<file path="src/rtl/skeleton_writeback.sv">
// rtl/skeleton_writeback.sv - frame writeback buffer with per-frame change/foreground statistics
//
// Captures one frame of pixels from the convolution stage into a register buffer.
// Each frame also yields a change flag, a foreground count and an iteration count.
// The next iteration reloads the stored frame through the registered read port.
//
// Ports:
//   clk, rst          - rising-edge clock, asynchronous active-high reset
//   wr_en             - write stream valid; a frame is one contiguous burst of wr_en=1
//   wr_addr, wr_data  - pixel address/value; each address is held for 2 cycles upstream
//   rd_addr, rd_data  - readback port, 1-cycle latency, out-of-range reads return 0
//   frame_done        - one-cycle pulse when a frame completes
//   changed           - last completed frame differed from what it overwrote
//   converged         - inverse of changed for the last completed frame
//   fg_count          - nonzero pixels written in the last completed frame
//   iter_count        - completed frames, saturating at 255
//   addr_err          - sticky: an out-of-range write was seen since reset
module skeleton_writeback #(
    parameter int N          = 8,
    parameter int bitSize    = 6,
    parameter int pixelWidth = 8
) (
    input  logic                  clk,
    input  logic                  rst,
    input  logic                  wr_en,
    input  logic [bitSize:0]      wr_addr,
    input  logic [pixelWidth-1:0] wr_data,
    input  logic [bitSize:0]      rd_addr,
    output logic [pixelWidth-1:0] rd_data,
    output logic                  frame_done,
    output logic                  changed,
    output logic                  converged,
    output logic [bitSize+1:0]    fg_count,
    output logic [7:0]            iter_count,
    output logic                  addr_err
);

    localparam int DEPTH = N * N;
    localparam int IW    = (DEPTH > 1) ? $clog2(DEPTH) : 1;
    localparam int AW    = bitSize + 1;
    localparam int CW    = bitSize + 2;
    // One bit wider than the address so DEPTH itself is representable.
    localparam logic [AW:0] DEPTH_EXT = DEPTH[AW:0];

    typedef enum logic [1:0] {
        S_IDLE    = 2'd0,
        S_CAPTURE = 2'd1,
        S_DONE    = 2'd2
    } state_t;

    state_t                state_q, state_d;
    logic [pixelWidth-1:0] buf_q [DEPTH];
    logic [pixelWidth-1:0] buf_d [DEPTH];
    logic [bitSize:0]      last_addr_q, last_addr_d;
    logic                  last_vld_q, last_vld_d;
    logic                  chg_q, chg_d;
    logic [CW-1:0]         fgc_q, fgc_d;
    logic [pixelWidth-1:0] rd_data_q, rd_data_d;
    logic                  frame_done_q, frame_done_d;
    logic                  changed_q, changed_d;
    logic                  converged_q, converged_d;
    logic [CW-1:0]         fg_count_q, fg_count_d;
    logic [7:0]            iter_q, iter_d;
    logic                  addr_err_q, addr_err_d;

    logic                  accept;
    logic                  first_wr;
    logic                  wr_in_range;
    logic                  rd_in_range;
    logic [IW-1:0]         wr_idx;
    logic [IW-1:0]         rd_idx;
    logic [pixelWidth-1:0] old_pix;

    assign wr_in_range = {1'b0, wr_addr} < DEPTH_EXT;
    assign rd_in_range = {1'b0, rd_addr} < DEPTH_EXT;
    assign wr_idx      = wr_addr[IW-1:0];
    assign rd_idx      = rd_addr[IW-1:0];
    assign old_pix     = buf_q[wr_idx];

    // State register
    always_ff @(posedge clk or posedge rst) begin
        if (rst) begin
            state_q <= S_IDLE;
        end else begin
            state_q <= state_d;
        end
    end

    // Next-state logic
    always_comb begin
        state_d = state_q;
        unique case (state_q)
            S_IDLE:    if (wr_en)  state_d = S_CAPTURE;
            S_CAPTURE: if (!wr_en) state_d = S_DONE;
            S_DONE:                state_d = S_IDLE;
            default:               state_d = S_IDLE;
        endcase
    end

    // Output/decode logic. The IDLE cycle with wr_en=1 is itself the first write
    // of the frame; later writes are taken only when the address moves on, which
    // collapses the upstream 2-cycle address hold into one write per pixel.
    always_comb begin
        first_wr = (state_q == S_IDLE);
        accept   = 1'b0;
        if (wr_en) begin
            if (state_q == S_IDLE) begin
                accept = 1'b1;
            end else if (state_q == S_CAPTURE) begin
                accept = !last_vld_q || (wr_addr != last_addr_q);
            end
        end
    end

    // Datapath
    always_comb begin
        buf_d        = buf_q;
        last_addr_d  = last_addr_q;
        last_vld_d   = last_vld_q;
        chg_d        = chg_q;
        fgc_d        = fgc_q;
        addr_err_d   = addr_err_q;
        changed_d    = changed_q;
        converged_d  = converged_q;
        fg_count_d   = fg_count_q;
        iter_d       = iter_q;
        frame_done_d = 1'b0;

        if (accept) begin
            last_addr_d = wr_addr;
            last_vld_d  = 1'b1;
            // Frame-local statistics restart on the first write, before it is counted.
            if (first_wr) begin
                chg_d = 1'b0;
                fgc_d = '0;
            end
            if (wr_in_range) begin
                buf_d[wr_idx] = wr_data;
                if (wr_data != old_pix) chg_d = 1'b1;
                if (wr_data != '0)      fgc_d = fgc_d + {{(CW-1){1'b0}}, 1'b1};
            end else begin
                addr_err_d = 1'b1;
            end
        end

        // Publish the frame results on the edge that enters DONE, so the outputs
        // are already valid during the frame_done pulse.
        if (state_q == S_CAPTURE && !wr_en) begin
            frame_done_d = 1'b1;
            changed_d    = chg_q;
            converged_d  = ~chg_q;
            fg_count_d   = fgc_q;
            if (iter_q != 8'hFF) iter_d = iter_q + 8'd1;
        end

        if (state_q == S_DONE) last_vld_d = 1'b0;

        // Reads see buf_q, so a same-cycle write to the same pixel is not visible yet.
        rd_data_d = rd_in_range ? buf_q[rd_idx] : '0;
    end

    always_ff @(posedge clk or posedge rst) begin
        if (rst) begin
            buf_q        <= '{default: '0};
            last_addr_q  <= '0;
            last_vld_q   <= 1'b0;
            chg_q        <= 1'b0;
            fgc_q        <= '0;
            rd_data_q    <= '0;
            frame_done_q <= 1'b0;
            changed_q    <= 1'b0;
            converged_q  <= 1'b0;
            fg_count_q   <= '0;
            iter_q       <= '0;
            addr_err_q   <= 1'b0;
        end else begin
            buf_q        <= buf_d;
            last_addr_q  <= last_addr_d;
            last_vld_q   <= last_vld_d;
            chg_q        <= chg_d;
            fgc_q        <= fgc_d;
            rd_data_q    <= rd_data_d;
            frame_done_q <= frame_done_d;
            changed_q    <= changed_d;
            converged_q  <= converged_d;
            fg_count_q   <= fg_count_d;
            iter_q       <= iter_d;
            addr_err_q   <= addr_err_d;
        end
    end

    assign rd_data    = rd_data_q;
    assign frame_done = frame_done_q;
    assign changed    = changed_q;
    assign converged  = converged_q;
    assign fg_count   = fg_count_q;
    assign iter_count = iter_q;
    assign addr_err   = addr_err_q;

endmodule

</file>
<file path="config.mk">
export PLATFORM = sky130hd
export DESIGN_NAME = skeleton_writeback
export DESIGN_NICKNAME = d
export VERILOG_FILES = /design/src/rtl/skeleton_writeback.sv
export SDC_FILE = /design/constraint.sdc
export NUM_CORES = 1
export LEC_CHECK = 0
export ABC_CLOCK_PERIOD_IN_PS = 25000
export CAP_MARGIN = 20
export CORE_ASPECT_RATIO = 1.1
export CORE_MARGIN = 4
export CORE_UTILIZATION = 63
export CTS_CLUSTER_SIZE = 14
export DETAILED_ROUTE_END_ITERATION = 10
export PLACE_DENSITY = 0.84
export SYNTH_ARGS = -nofsm -noshare
export SYNTH_HDL_FRONTEND = slang
export SYNTH_SLANG_ARGS = --single-unit
</file>
<file path="constraint.sdc">
create_clock -name clk -period 25 [get_ports clk]
set_input_delay 7.5 -clock clk [delete_from_list [all_inputs] [get_ports clk]]
set_output_delay 7.5 -clock clk [all_outputs]
set_load 0.05 [all_outputs]
</file>
==> impl_metrics.xml <==
<?xml version="1.0" encoding="UTF-8"?>
<metrics>
  <group name="timing">
    <metric name="worst_slew_margin_rel" unit="%">16.2</metric>
    <metric name="clock-skew-final" unit="ps">35.7</metric>
    <metric name="slew_at_the_pin_with_the_worst_max_slew_slack" unit="ps">1260</metric>
    <metric name="total_negative_slack_for_setup_checks" unit="ps">0</metric>
    <metric name="grt_setup_unrepaired" unit="">no</metric>
    <metric name="max_freq" unit="MHz">88.5</metric>
    <metric name="hold_violations" unit="">0</metric>
    <metric name="timing.final.crit_share" unit="%">45.2</metric>
    <metric name="count_of_final_setup_violators" unit="">0</metric>
    <metric name="min_period" unit="ps">11300</metric>
    <metric name="finalMaxSlewViolations" unit="">0</metric>
  </group>
  <group name="cts">
    <metric name="cts_hold_buf" unit="">0</metric>
    <metric name="cts_made_buffers" unit="">55</metric>
    <metric name="ctsLongestPathBuffers" unit="">3</metric>
    <metric name="cts_tree" unit="">yes</metric>
    <metric name="cts-resized-gates" unit="">0</metric>
    <metric name="clkTransAtPathRegs" unit="ps">60</metric>
    <metric name="post_cts_setup_bufs" unit="">0</metric>
    <metric name="clk_latency" unit="ps">640</metric>
    <metric name="cts.sink_count" unit="">559</metric>
    <metric name="clock-root-buffer" unit="">sky130_fd_sc_hd__clkbuf_16</metric>
    <metric name="ctsHtreeMaxLevel" unit="">2</metric>
  </group>
  <group name="power_and_ir_drop">
    <metric name="vdd.ir_drop.worst" unit="mV">0.0488</metric>
    <metric name="comb_power_share" unit="%">14.0</metric>
    <metric name="internal_power" unit="mW">1.61</metric>
    <metric name="power.share.switching" unit="%">26.7</metric>
    <metric name="clock_power_share" unit="%">39.1</metric>
    <metric name="power.share.sequential" unit="%">47.0</metric>
    <metric name="switchingPower" unit="mW">0.587</metric>
    <metric name="power_density" unit="nW/um2">69.3</metric>
    <metric name="cellLeakagePower" unit="nW">14.3</metric>
    <metric name="design_power_total" unit="mW">2.20</metric>
  </group>
  <group name="synth">
    <metric name="netlist.top_cell.by_area" unit="">sky130_fd_sc_hd__dfrtp_1</metric>
    <metric name="syn_inst" unit="">2036</metric>
    <metric name="synthTopCellsByArea" unit="">sky130_fd_sc_hd__dfrtp_1 (48%), sky130_fd_sc_hd__mux2_2 (21%), sky130_fd_sc_hd__mux4_2 (16%)</metric>
    <metric name="most_used_flip_flop_cell_after_synthesis" unit="">sky130_fd_sc_hd__dfrtp_1</metric>
    <metric name="yosysWarningCount" unit="">0</metric>
    <metric name="post_synth_arst_share" unit="%">100</metric>
    <metric name="yosys_register_bits" unit="">559</metric>
    <metric name="post-synth-top-count-cell" unit="">sky130_fd_sc_hd__dfrtp_1</metric>
    <metric name="yosysSeqAreaShare" unit="%">48.1</metric>
    <metric name="cell_variety_after_synth" unit="">70</metric>
    <metric name="synth_area" unit="um2">29100</metric>
    <metric name="synthDominantCellAreaShare" unit="%">48.1</metric>
    <metric name="edff_count_synth" unit="">0</metric>
    <metric name="syn-mean-instance-area" unit="um2">14.3</metric>
    <metric name="post_synth_most_frequent_cells" unit="">sky130_fd_sc_hd__dfrtp_1 (559), sky130_fd_sc_hd__mux2_2 (532), sky130_fd_sc_hd__mux4_2 (204), sky130_fd_sc_hd__a22oi_1 (128), sky130_fd_sc_hd__clkbuf_1 (118)</metric>
    <metric name="mapped_nets" unit="">2063</metric>
  </group>
  <group name="critical_path">
    <metric name="cp_cell_instances" unit="">clkdlybuf4s50_1 -&gt; inv_8 -&gt; buf_4 -&gt; buf_4 -&gt; buf_4 -&gt; buf_16 -&gt; buf_4</metric>
    <metric name="path_class" unit="">primary input to asynchronous set/reset pin</metric>
    <metric name="critical_path.max_fanout" unit="">136</metric>
    <metric name="worst-r2r-cell-count" unit="">6</metric>
    <metric name="critical-path-slowest-cell" unit="">sky130_fd_sc_hd__buf_4</metric>
    <metric name="max_stage_delay" unit="ps">870</metric>
    <metric name="critical_path.most_common_cell" unit="">sky130_fd_sc_hd__buf_4</metric>
    <metric name="timing.critical_path.from_type" unit="">primary input</metric>
    <metric name="timing.critical_path.required" unit="ps">25650</metric>
    <metric name="cp-end-kind" unit="">asynchronous set/reset pin</metric>
    <metric name="critical_path_arrival" unit="ps">11960</metric>
  </group>
  <group name="global_routing">
    <metric name="groute.usage.overall" unit="%">35.4</metric>
    <metric name="grt_max_degree" unit="">137</metric>
    <metric name="grt_pass1_wl" unit="mm">132</metric>
    <metric name="grt_pass1_vias" unit="">20700</metric>
    <metric name="antenna_violations_before_repair" unit="">3</metric>
    <metric name="grt_overflow_total" unit="">0</metric>
  </group>
  <group name="cells_and_area">
    <metric name="nNetsFinal" unit="">2032</metric>
    <metric name="layout.cells.non_filler" unit="">2635</metric>
    <metric name="drive_gt1_share" unit="%">43.6</metric>
    <metric name="area.growth.synth_to_final" unit="%">9.23</metric>
  </group>
  <group name="flow_run">
    <metric name="maxCapViolCount" unit="">0</metric>
  </group>
  <group name="placement">
    <metric name="place_inst" unit="">2534</metric>
    <metric name="gp_congestion" unit="">0.978</metric>
    <metric name="post-dp-hpwl" unit="mm">53.7</metric>
    <metric name="port-buffer-count" unit="">52</metric>
  </group>
  <group name="min_path">
    <metric name="worstHoldPathCells" unit="">1</metric>
    <metric name="min-delay-path-class" unit="">flip-flop to flip-flop</metric>
  </group>
  <group name="floorplan">
    <metric name="chipHeight" unit="um">233</metric>
    <metric name="effective_utilization_at_floorplan" unit="%">63.7</metric>
    <metric name="dieArea" unit="um2">49700</metric>
    <metric name="num_rows" unit="">82</metric>
    <metric name="area_inside_the_core_boundary" unit="um2">45700</metric>
    <metric name="floorplan.die.width" unit="um">213</metric>
    <metric name="ioPinCount" unit="">53</metric>
  </group>
  <group name="route">
    <metric name="detailedRoute.firstPassIterationCount" unit="">6</metric>
    <metric name="vias" unit="">20400</metric>
    <metric name="initial_drt_markers" unit="">2741</metric>
    <metric name="routed_via_density" unit="">7.72</metric>
    <metric name="drt.antenna.violating_nets" unit="">0</metric>
    <metric name="drt_wirelength" unit="mm">87.2</metric>
    <metric name="drc" unit="">0</metric>
    <metric name="avgRoutedWirePerCell" unit="um">33.1</metric>
  </group>
  <group name="outcome">
    <metric name="outcome" unit="">finished, final reports clean</metric>
  </group>
</metrics>
## flip-flops by register name, summed over array words and instances, names as in the netlist
register,count
last_addr_q,7
buf_q,512
addr_err,1
converged,1
state_q,2
rd_data,8
fg_count,8
last_vld_q,1
iter_count,8
changed,1
chg_q,1
frame_done,1
fgc_q,8
## layout make-up
cell class	instances	area, um2
Timing Repair Buffer	92	806
Inverter	10	45.0
Fill cell	2891	13900
Sequential cell	559	14000
Tap cell	588	736
Antenna cell	1	2.50
Clock buffer	84	1680
Clock inverter	14	173
Multi-Input combinational cell	1287	14300
## path summary, 6_finish.rpt
check	start	endpoint	slack, ps
setup / recovery	rst	buf_q[456]$_DFFE_PP0P_	13700
hold / removal	addr_err$_DFFE_PP0P_	addr_err$_DFFE_PP0P_	460
setup reg to reg	last_addr_q[2]$_DFFE_PP0P_	buf_q[448]$_DFFE_PP0P_	22070
hold reg to reg	addr_err$_DFFE_PP0P_	addr_err$_DFFE_PP0P_	460
max in group clk	wr_addr[1]	chg_q$_DFFE_PP0P_	13850
min in group asynchronous	rst	buf_q[348]$_DFFE_PP0P_	7440
## power groups by stage
stage	sequential [mW]	combinational, mW	clock, mW
3_3_place_gp	1.04	0.290	0
5_1_grt	1.04	0.322	0.897
4_1_cts	1.03	0.301	0.860
3_5_place_dp	1.05	0.299	0
2_1_floorplan	1.05	0.195	0
6_report	1.03	0.307	0.860
## cells in the final DEF (no fill, tap or decap), drive strengths merged, types with 15 or more instances in the layout
cell and instances:
nand2 65, mux2 532, clkbuf 85, clkdlybuf4s50 37, buf 54, nor2b 18
mux4 204, nand3 69, a22o 15, dfrtp 559, a21oi 19, mux2i 23
a22oi 128
## cell families (layout without fill, tap and decap cells)
kind of cell               after synthesis  count (layout)  synth area share (%)
xor gates and xnor gates                26              26                 0.783
AOI/OAI and AO/OA                      251             251                  6.44
other                                    0               1                     0
muxes                                  759             759                  37.2
buffers and inverters                  190             200                  2.73
and+or+nand+nor                        249             249                  4.68
adders and majority gates                2               2                0.0860
DFF                                    559             559                  48.1
## worst max-delay path: cells and delay by family
kind / cells / cell delay (ps)
buffers and inverters: 7 / 4240
## stage by stage
step | util, % | area (um2) | hold slack (ps) | setup WS (ps)
6_report | 69.6 | 31800 | 456 | 13700
2_1_floorplan | - | 29100 | 439 | 1870
3_5_place_dp | 65.4 | 29900 | 448 | 12740
3_3_place_gp | 65.4 | 29900 | 445 | 12890
5_1_grt | 69.6 | 31800 | 489 | 13120
4_1_cts | 69.5 | 31700 | 460 | 13380
## routing by layer
| layer | vias up | global-route usage (%) | wire, um |
|---|---|---|---|
| li1 | 7906 | - | - |
| met4 | 0 | 21.6 | 6970 |
| met5 | - | 0 | 0 |
| met3 | 445 | 10.9 | 11100 |
| met1 | 10400 | 45.3 | 29600 |
| met2 | 1584 | 53.5 | 39500 |
Power figures use the tool's default switching activity.
